--- src/rtl/named_ports_out_fifo.sv ---
// Output FIFO behind named_ports_test: valid/ready capture, first-word-fall-through
// delivery, plus a popped-byte checksum and a saturating backpressure-stall counter.
module named_ports_out_fifo #(
  parameter int DATA_W = 8,
  parameter int DEPTH  = 4,
  parameter int ADDR_W = 2
) (
  input  logic              clk,
  input  logic              rst,
  input  logic              in_valid,
  input  logic [DATA_W-1:0] in_data,
  output logic              in_ready,
  output logic              out_valid,
  output logic [DATA_W-1:0] out_data,
  input  logic              out_ready,
  output logic [ADDR_W:0]   count,
  output logic [DATA_W-1:0] checksum,
  output logic [7:0]        stall_cnt,
  input  logic              clr_stats
);

  localparam logic [ADDR_W:0] FULL_CNT = (ADDR_W + 1)'(DEPTH);
  localparam logic [7:0]      STALL_MAX = 8'hFF;

  logic [DATA_W-1:0] mem_q [DEPTH];

  logic [ADDR_W-1:0] wr_ptr_q, wr_ptr_d;
  logic [ADDR_W-1:0] rd_ptr_q, rd_ptr_d;
  logic [ADDR_W:0]   count_q, count_d;
  logic [DATA_W-1:0] checksum_q, checksum_d;
  logic [7:0]        stall_q, stall_d;

  logic push, pop, stall;

  // Readiness depends only on registered count, so a pop never frees a slot
  // for a push in the same cycle.
  assign in_ready  = (count_q != FULL_CNT);
  assign out_valid = (count_q != '0);
  assign out_data  = out_valid ? mem_q[rd_ptr_q] : '0;

  assign push  = in_valid & in_ready;
  assign pop   = out_valid & out_ready;
  assign stall = in_valid & ~in_ready;

  assign count     = count_q;
  assign checksum  = checksum_q;
  assign stall_cnt = stall_q;

  always_comb begin
    wr_ptr_d   = wr_ptr_q;
    rd_ptr_d   = rd_ptr_q;
    count_d    = count_q;
    checksum_d = checksum_q;
    stall_d    = stall_q;

    if (push) wr_ptr_d = wr_ptr_q + ADDR_W'(1);
    if (pop)  rd_ptr_d = rd_ptr_q + ADDR_W'(1);

    if (push && !pop)      count_d = count_q + (ADDR_W + 1)'(1);
    else if (pop && !push) count_d = count_q - (ADDR_W + 1)'(1);

    // A clear restarts the statistics with whatever this cycle contributes.
    if (clr_stats) begin
      checksum_d = pop ? out_data : '0;
      stall_d    = stall ? 8'd1 : 8'd0;
    end else begin
      if (pop)                          checksum_d = checksum_q + out_data;
      if (stall && stall_q != STALL_MAX) stall_d   = stall_q + 8'd1;
    end
  end

  always_ff @(posedge clk or posedge rst) begin
    if (rst) begin
      wr_ptr_q   <= '0;
      rd_ptr_q   <= '0;
      count_q    <= '0;
      checksum_q <= '0;
      stall_q    <= '0;
    end else begin
      wr_ptr_q   <= wr_ptr_d;
      rd_ptr_q   <= rd_ptr_d;
      count_q    <= count_d;
      checksum_q <= checksum_d;
      stall_q    <= stall_d;
    end
  end

  // Storage needs no reset: entries are only observable once count covers them.
  always_ff @(posedge clk) begin
    if (push) mem_q[wr_ptr_q] <= in_data;
  end

endmodule

--- config.mk ---
export PLATFORM = sky130hd
export DESIGN_NAME = named_ports_out_fifo
export DESIGN_NICKNAME = d
export VERILOG_FILES = /design/src/rtl/named_ports_out_fifo.sv
export SDC_FILE = /design/constraint.sdc
export NUM_CORES = 1
export LEC_CHECK = 0
export CAP_MARGIN = 10
export CORE_AREA = 2 2 109 111
export DETAILED_ROUTE_END_ITERATION = 10
export DIE_AREA = 0 0 111 113
export PLACE_DENSITY = 0.5
export SLEW_MARGIN = 10
export SYNTH_ARGS = -nofsm -noshare
export SYNTH_HDL_FRONTEND = slang
export SYNTH_SLANG_ARGS = --single-unit
--- constraint.sdc ---
create_clock -name clk -period 5.02 [get_ports clk]
set_clock_uncertainty 0.05 [all_clocks]
set_input_delay 0.753 -clock clk [delete_from_list [all_inputs] [get_ports clk]]
set_output_delay 0.753 -clock clk [all_outputs]
set_load 0.01 [all_outputs]
==> impl_metrics.env <==
export IMPL_synth_edf_count=32
export IMPL_swShare_pct=37.3
export IMPL_worst_setup_path_end_kind="register"
export IMPL_die_y_um=113
export IMPL_netlist_instances=216
export IMPL_wirelength_um=5690
export IMPL_regToRegStartpoint="rd_ptr_q[0]"
export IMPL_r2r_setup_slack_ps=1780
export IMPL_area_growth_pct=25.4
export IMPL_numPortBuffers=41
export IMPL_power_frac_seq_pct=33.0
export IMPL_tns_ps=0
export IMPL_hold_path_class="register to register"
export IMPL_synth_flop_cell="edfxtp_1"
export IMPL_layout_drive_gt1_share_pct=5.84
export IMPL_fin_crit_ps=3240
export IMPL_post_place_ws_ps=1770
export IMPL_antenna_found_initial=0
export IMPL_regToRegEndpoint="checksum[7]"
export IMPL_first_iter_violations=41
export IMPL_status="finished, final reports clean"
export IMPL_finalHoldViolCount=0
export IMPL_drt_antenna_violating_nets=0
export IMPL_post_drt_wl_per_cell_um=14.2
export IMPL_final_common_cell="clkdlybuf4s50_1"
export IMPL_cts_root_buf="clkbuf_16"
export IMPL_power_leakage_nw=1.32
export IMPL_die_area_um2=12500
export IMPL_max_cap_violations=0
export IMPL_clk_pin_slew_ps=80
export IMPL_grt_pass1_wl_um=9380
export IMPL_clock_latency_ps=290
export IMPL_post_route_period_util_pct=64.6
export IMPL_fin_ws_ps=1780
export IMPL_worst_setup_path_type="register to register"
export IMPL_place_congestion=0.774
export IMPL_startpoint_type="register"
export IMPL_min_from="count[2]"
export IMPL_syn_area_um2=2790
export IMPL_crit_required_ps=5140
export IMPL_die_x_um=111
export IMPL_switchingPower_mw=0.795
export IMPL_vias_per_cell=4.40
export IMPL_clock_fmax_ghz=0.308
export IMPL_clk_path_buf_depth=2
export IMPL_initial_core_util_pct=24.7
export IMPL_synth_cell_type_count=44
export IMPL_finalNetCount=283
export IMPL_setup_violations=0
export IMPL_combPwrFrac_pct=49.7
export IMPL_core_um2=11300
export IMPL_rows=39
export IMPL_p_per_area_nw_per_um2=610
export IMPL_avgSynthCellArea_um2=12.9
export IMPL_holdBufCountCts=0
export IMPL_hold_path_depth=1
export IMPL_synth_yosys_seq_area_share_pct=55.2
export IMPL_clockPowerShare_pct=17.3
export IMPL_grt_max_degree=31
export IMPL_grt_pass1_vias=1824
export IMPL_tightest_slew_ps=986
export IMPL_globalRouteTotalUtil_pct=9.48
export IMPL_synth_seq_cells=55
export IMPL_cts_tree="yes"
export IMPL_drc=0
export IMPL_grt_ovfl_total=0
export IMPL_htreeDepth=2
export IMPL_arrival_ps=3360
export IMPL_first_pass_iters=4
export IMPL_diodes=0
export IMPL_grt_setup_unrepaired="false"
export IMPL_slew_viol_final=0
export IMPL_final_cell_mix="clkdlybuf4s50_1, edfxtp_1, dfrtp_1"
export IMPL_synthArstFlopShare_pct=41.8
export IMPL_reg2regPathDepth=9
export IMPL_ys_warn_count=0
export IMPL_ioPinCount=42
export IMPL_internal_power_mw=1.34
export IMPL_path_max_fanout=10
export IMPL_dp_hpwl_um=4010
export IMPL_vias=1761
export IMPL_min_to="count[2]"
export IMPL_cts_num_sinks=55
export IMPL_hold_slack_ps=460
export IMPL_relSlewSlack_pct=34.2
export IMPL_cts_made_buffers=5
export IMPL_irDropWorstVdd_uv=188
export IMPL_cts_resized_gates=0
export IMPL_cts_setup_buffers=0
export IMPL_syn_nets=243
## worst max-delay path by stage
stage                           start  depth (start not counted)  slack, ps     endpoint
final                     rd_ptr_q[0]                          9       1780  checksum[7]
after global routing      rd_ptr_q[0]                          9       1530  checksum[7]
after CTS                 rd_ptr_q[0]                          9       1750  checksum[7]
after detailed placement  rd_ptr_q[0]                          9       1770  checksum[7]
after global placement    rd_ptr_q[0]                          9       1820  checksum[7]
after floorplan              count[0]                         10       2030  checksum[7]
## kinds of logic after synthesis
kind of cell,count (synthesis),synth area share (%)
xor+xnor,18,5.66
flops,55,55.2
fa+ha+maj,14,6.83
compound gates,30,7.86
simple gates,65,11.9
mux,14,9.61
buf+inv,20,3.01
## worst max-delay path, cell delays in order (launching register included)
cell,delay [ps]
dfrtp_1,660
mux4_1,630
and2_1,190
ha_1,360
a21o_1,220
a211o_1,340
a22oi_1,150
o21ai_0,100
o31ai_1,290
o311ai_2,140
## state kept, by name (all words and copies together), names as in the netlist
| signal | flops |
|---|---|
| rd_ptr_q | 2 |
| count | 3 |
| wr_ptr_q | 2 |
| mem_q | 32 |
| checksum | 8 |
| stall_cnt | 8 |
## through the flow
step | power (mW) | area, um2 | std cells | util [%]
2_1_floorplan | 1.42 | 2790 | 216 | -
3_3_place_gp | 1.78 | 3340 | 392 | 29.6
3_5_place_dp | 1.79 | 3340 | 392 | 29.6
4_1_cts | 2.16 | 3490 | 400 | 31.0
5_1_grt | 2.30 | 3490 | 400 | 31.0
6_report | 2.13 | 3490 | 400 | 31.0
## synth_stat cells, types with 3 or more instances
cell      count  share of area [%]
edfxtp_1     32                 35
dfrtp_1      23                 21
nor2_1       18                2.4
and2_1       13                2.9
ha_1         12                5.4
xnor2_1      11                3.5
inv_1        10                1.3
nand2_1      10                1.3
clkbuf_1      7               0.94
mux4_1        7                6.6
nand3_1       7                1.3
xor2_1        7                2.2
o21ai_1       6                1.1
a21oi_1       5               0.90
mux2i_1       5                1.8
a21o_1        3               0.81
nand4_1       3               0.67
nor2b_1       3               0.67
o21ai_0       3               0.54
## layout make-up
type                    instances  area, um2
clock buffers                   5        125
clock inverters                 3       28.8
fillers                      1129       7780
inverters                      11       41.3
multi-input cells             141       1160
flip-flops and latches         55       1540
well taps                     143        179
repair buffers                 42        418
## routing by layer
layer  wire length (um)  global-route usage [%]  up-vias
met5                  0                       0        -
li1                   -                       -      866
met4                 85                    3.00        0
met2               2680                    15.9       34
met3                208                    2.41        9
met1               2720                    12.1      852
## power by group through the flow
| stage | logic, mW | registers, mW | clock network [mW] |
|---|---|---|---|
| floorplan | 0.733 | 0.685 | 0 |
| global placement | 1.06 | 0.716 | 0 |
| detailed placement | 1.07 | 0.716 | 0 |
| CTS | 1.08 | 0.708 | 0.379 |
| global route | 1.18 | 0.725 | 0.397 |
| finish | 1.06 | 0.704 | 0.368 |
No activity file was read; power rests on OpenSTA's default activity.
